[src/rtl/user_input_conditioner.sv]
// Synchronise, debounce and edge-detect switches/buttons; publish settled changes as snapshots.
// Latency SYNC_STAGES+DEBOUNCE_CYCLES edges raw->level; snapshot held under !snap_ready, stalls collapse to latest value.
module user_input_conditioner #(
   parameter int DEBOUNCE_CYCLES = 50000,
   parameter int CNT_W           = 16,
   parameter int SYNC_STAGES     = 2
) (
   input  logic        clk,
   input  logic        rst_n,
   input  logic [7:0]  ch_raw,
   input  logic [3:0]  bt_raw_n,
   output logic [7:0]  ch_db,
   output logic [3:0]  bt_db,
   output logic [3:0]  bt_press,
   output logic [11:0] snap_data,
   output logic        snap_valid,
   input  logic        snap_ready
);

   localparam int              nb       = 12;
   localparam logic [nb-1:0]   sync_rst = 12'hF00;
   localparam logic [CNT_W-1:0] cnt_term = CNT_W'(DEBOUNCE_CYCLES - 1);

   typedef enum logic {IDLE, HOLD} state_t;

   logic [nb-1:0]    raw;
   logic [nb-1:0]    sync_q [SYNC_STAGES];
   logic [nb-1:0]    s;
   logic [nb-1:0]    stable;
   logic [nb-1:0]    stable_nxt;
   logic [nb-1:0]    diff;
   logic [nb-1:0]    upd;
   logic [CNT_W-1:0] cnt [nb];
   logic             change;
   logic [3:0]       bt_db_prev;

   state_t           state;
   state_t           state_nxt;
   logic             dirty;
   logic             dirty_nxt;
   logic             valid_nxt;
   logic             capture;
   logic             accept;

   assign raw = {bt_raw_n, ch_raw};

   always_ff @(posedge clk or negedge rst_n) begin
      if (!rst_n) begin
         for (int i = 0; i < SYNC_STAGES; i++) begin
            sync_q[i] <= sync_rst;
         end
      end else begin
         sync_q[0] <= raw;
         for (int i = 1; i < SYNC_STAGES; i++) begin
            sync_q[i] <= sync_q[i-1];
         end
      end
   end

   // buttons become active-high only after the last synchroniser stage
   assign s = {~sync_q[SYNC_STAGES-1][11:8], sync_q[SYNC_STAGES-1][7:0]};

   always_comb begin
      diff = s ^ stable;
      upd  = '0;
      for (int i = 0; i < nb; i++) begin
         upd[i] = diff[i] && (cnt[i] == cnt_term);
      end
   end

   // upd only fires where s differs from stable, so flipping those bits yields s
   assign stable_nxt = stable ^ upd;
   assign change     = |upd;

   always_ff @(posedge clk or negedge rst_n) begin
      if (!rst_n) begin
         for (int i = 0; i < nb; i++) begin
            cnt[i] <= '0;
         end
         stable <= '0;
      end else begin
         for (int i = 0; i < nb; i++) begin
            if (!diff[i] || upd[i]) begin
               cnt[i] <= '0;
            end else begin
               cnt[i] <= cnt[i] + 1'b1;
            end
         end
         stable <= stable_nxt;
      end
   end

   assign ch_db = stable[7:0];
   assign bt_db = stable[11:8];

   always_ff @(posedge clk or negedge rst_n) begin
      if (!rst_n) begin
         bt_db_prev <= '0;
         bt_press   <= '0;
      end else begin
         bt_db_prev <= bt_db;
         bt_press   <= bt_db & ~bt_db_prev;
      end
   end

   assign accept = snap_valid && snap_ready;

   always_ff @(posedge clk or negedge rst_n) begin
      if (!rst_n) begin
         state <= IDLE;
      end else begin
         state <= state_nxt;
      end
   end

   always_comb begin
      state_nxt = state;
      case (state)
         IDLE: if (change) state_nxt = HOLD;
         HOLD: if (accept && !dirty && !change) state_nxt = IDLE;
         default: state_nxt = IDLE;
      endcase
   end

   // a change seen while stalled is remembered so the final value is always delivered
   always_comb begin
      capture   = 1'b0;
      valid_nxt = snap_valid;
      dirty_nxt = dirty;
      case (state)
         IDLE: begin
            if (change) begin
               capture   = 1'b1;
               valid_nxt = 1'b1;
            end
         end
         HOLD: begin
            if (accept) begin
               if (dirty || change) begin
                  capture   = 1'b1;
                  dirty_nxt = 1'b0;
               end else begin
                  valid_nxt = 1'b0;
               end
            end else if (change) begin
               dirty_nxt = 1'b1;
            end
         end
         default: begin
            valid_nxt = 1'b0;
            dirty_nxt = 1'b0;
         end
      endcase
   end

   always_ff @(posedge clk or negedge rst_n) begin
      if (!rst_n) begin
         snap_valid <= 1'b0;
         dirty      <= 1'b0;
         snap_data  <= '0;
      end else begin
         snap_valid <= valid_nxt;
         dirty      <= dirty_nxt;
         if (capture) begin
            snap_data <= stable_nxt;
         end
      end
   end

endmodule
[config.mk]
export PLATFORM = sky130hd
export DESIGN_NAME = user_input_conditioner
export DESIGN_NICKNAME = d
export VERILOG_FILES = /design/src/rtl/user_input_conditioner.sv
export SDC_FILE = /design/constraint.sdc
export NUM_CORES = 1
export LEC_CHECK = 0
export ABC_AREA = 1
export CAP_MARGIN = 20
export CORE_ASPECT_RATIO = 1.75
export CORE_UTILIZATION = 30
export DETAILED_ROUTE_END_ITERATION = 6
export GPL_ROUTABILITY_DRIVEN = 0
export GPL_TIMING_DRIVEN = 0
export MAX_ROUTING_LAYER = met4
export SLEW_MARGIN = 15
export SYNTH_ARGS = -nofsm -noshare
export SYNTH_HDL_FRONTEND = slang
export SYNTH_SLANG_ARGS = --single-unit
export TNS_END_PERCENT = 20
[constraint.sdc]
create_clock -name clk -period 2.2 [get_ports clk]
set_clock_uncertainty 0.15 [all_clocks]
set_input_delay 0.22 -clock clk [delete_from_list [all_inputs] [get_ports clk]]
set_output_delay 0.22 -clock clk [all_outputs]
set_load 0.02 [all_outputs]
==> flow_metrics.tcl <==
set metrics [dict create \
    outcome "complete, no violations" \
    drive_above_1_share_pct 17.1 \
    drt_wl_total_mm 27.1 \
    hold_violations 0 \
    synth_sequential_area_ratio_pct 51.0 \
    grt_max_degree 94 \
    power.clock.fraction_pct 46.3 \
    post_drt_wl_per_cell_um 12.9 \
    die_area_um2 42000 \
    post-route-util_pct 36.8 \
    grt_use_total_pct 13.6 \
    critical_path.startpoint_type "flop" \
    power.switching_fraction_pct 22.1 \
    critical_path_required_ps 2480 \
    end_kind "flop" \
    synth.lib_cells_used.distinct 37 \
    route.vias.total 9670 \
    ys.warnings.count 0 \
    vias_in_the_first_global_route 9933 \
    power.combinational.fraction_pct 3.9 \
    clock_path_buffers 3 \
    timing.hold.worst.class "in -> async" \
    slew-limit-headroom_pct 58.4 \
    number_of_instances_in_the_placed_design 2027 \
    total_power_mw 9.55 \
    synth_area_per_cell_um2 8.62 \
    number_of_max_slew_violations_in_the_final_report 0 \
    synth.ff_latch_count 251 \
    rows 98 \
    p_switching_mw 2.11 \
    numClockSinks 251 \
    cts_tree "done" \
    stdcell_count 2103 \
    die_h_um 270 \
    finalCriticalPeriod_ps 2100 \
    timing.critical_path.arrival_ps 2380 \
    netlist_instances 1432 \
    p_leak_nw 6.25 \
    number_of_setup_violations_in_the_final_report 0 \
    cts.htree.levels 1 \
    netlist_area_um2 12300 \
    timing.final.crit_share_pct 95.6 \
    grt_first_pass_wirelength_mm 45.4 \
    diodes 0 \
    clkTransAtPathRegs_ps 70 \
    unrepaired_setup_endpoints_after_global_routing "yes" \
    post_drt_via_cell_ratio 4.60 \
    synth_nets 1459 \
    timing.fmax_ghz 0.475 \
    final_cell_mix "252 x sky130_fd_sc_hd__nand2_1, 242 x sky130_fd_sc_hd__dfrtp_1, 211 x sky130_fd_sc_hd__nor2_1, 147 x sky130_fd_sc_hd__inv_1, 90 x sky130_fd_sc_hd__nand3_1" \
    nNetsFinal 1562 \
    power_density_nw_per_um2 638 \
    hpwl_mm 19.3 \
    worst_slew_pin_slew_ps 623 \
    detail_route.first_pass.iterations 4 \
    pwr-share-seq_pct 49.8 \
    cts_buf_count 24 \
    floorplan.core_area_um2 40700 \
    worst_skew_pair.late_latency_ps 530 \
    detail_route.iter0.violations 445 \
    overall_overflow_remaining_after_global_route 0 \
    maxCapViolations 0 \
    area_delta_synth_final_pct 21.3 \
    minimum_hold_slack_ps 88.7 \
    top_level_ports 44 \
    setup.worst_path.class "reg -> reg" \
    starting_density_of_the_core_pct 30.3 \
    mostFrequentLayoutCell "sky130_fd_sc_hd__nand2_1" \
    cts-root-buf "sky130_fd_sc_hd__clkbuf_16" \
    drcViolationCount 0 \
    cp_max_fo 5 \
    antenna_violating_nets_post_route 0 \
    internal_power_mw 7.44 \
    io_buffers 43 \
    horizontal_extent_of_the_die_um 155 \
    antenna_violations_before_repair 0 \
    ir_drop_uv 540 \
]
synth_stat cells (all sizes together):
cell type | number | area, µm²
a21oi | 42 | 210
a211oi | 14 | 105
nor3 | 86 | 547
dfrtp | 243 | 6080
nand4 | 19 | 125
nand3b | 4 | 30.0
ha | 12 | 150
nor4 | 17 | 131
o21bai | 10 | 75.1
o21a | 9 | 67.6
mux2 | 8 | 90.1
o21ai | 11 | 55.1
xor2 | 29 | 254
buf | 15 | 90.1
a31oi | 9 | 56.3
nand2 | 273 | 1070
xnor2 | 22 | 193
clkinv | 1 | 3.75
dfstp | 8 | 210
nor2 | 281 | 1200
nor3b | 48 | 375
inv | 161 | 604
nand3 | 110 | 616
logic make-up after synthesis:
family,Yosys count,share of synthesized area [%]
flip-flops,251,51.0
adder cells (fa/ha/maj),12,1.22
buffers and inverters,177,5.65
multiplexers,8,0.730
AO/OA/AOI/OAI,95,4.61
AND/OR/NAND/NOR,838,33.2
XOR/XNOR,51,3.62
layout make-up:
type	count	area [µm²]
Multi-Input combinational cell	1004	5620
Clock inverter	13	153
Inverter	162	608
Sequential cell	251	6290
Fill cell	4160	25700
Clock buffer	31	698
Tap cell	550	688
Buffer	15	115
Timing Repair Buffer	77	805
final timing paths:
kind	depth (start not counted)	slack, ps	startpoint	endpoint
max	13	100	cnt[128]	snap_data[2]
min	2	90	rst_n	cnt[127]
max reg2reg	13	100	cnt[128]	snap_data[2]
min reg2reg	0	190	sync_q[16]	s[4]
max in group asynchronous	3	900	rst_n	s[6]
min in group clk	0	190	sync_q[16]	s[4]
per-stage QoR:
stage,setup WS (ps),TNS (ps),area [µm²]
floorplan,393,0,12300
global placement,-10210,-2526980,13500
detailed placement,-215,-2060,13500
CTS,0.698,0,14800
global route,-15.2,-65.4,15000
finish,95.7,0,15000
flip-flops by register name, indices dropped and copies added (netlist names):
register / count
stable: 12
cnt: 192
snap_data: 12
snap_valid: 1
dirty: 1
s: 8
sync_q: 16
bt_press: 4
state: 1
bt_db_prev: 4
repair_timing:
action	CTS	global route
hold endpoints to repair	85	0
setup buffers	10	7
gates resized for setup	41	34
pin swaps	10	7
endpoints found under the setup margin	12	17
gates cloned	1	1
hold buffers	13	0
critical path, stage by stage, from the launching register on:
cell and delay (ps):
sky130_fd_sc_hd__dfrtp_1 380, sky130_fd_sc_hd__ha_2 210, sky130_fd_sc_hd__nand3_2 90, sky130_fd_sc_hd__nor2_2 50, sky130_fd_sc_hd__nand3_1 90, sky130_fd_sc_hd__nand2_1 90
sky130_fd_sc_hd__nor2_4 200, sky130_fd_sc_hd__nand3_2 100, sky130_fd_sc_hd__nand2_2 90, sky130_fd_sc_hd__nand2_4 90, sky130_fd_sc_hd__buf_6 150, sky130_fd_sc_hd__clkbuf_16 170
sky130_fd_sc_hd__nand3_1 70, sky130_fd_sc_hd__nand2_1 60
power by group through the flow:
stage	Combinational [mW]	Sequential (mW)	Clock, mW
after floorplan	0.158	4.82	0
after global placement	0.314	4.84	0
after detailed placement	0.333	4.84	0
after CTS	0.373	4.75	4.59
after global routing	0.435	4.76	4.73
final	0.373	4.75	4.43
per-layer routing:
metal	wire length, µm	share of wire (%)	vias up	GRT usage [%]
li1	-	-	4860	-
met1	10300	38	4619	13.5
met2	15000	55	126	25.4
met3	682	2.5	65	1.65
met4	1150	4.3	0	7.28
met5	0	0	-	-
Note: power is estimated with default switching activity, not from simulation.
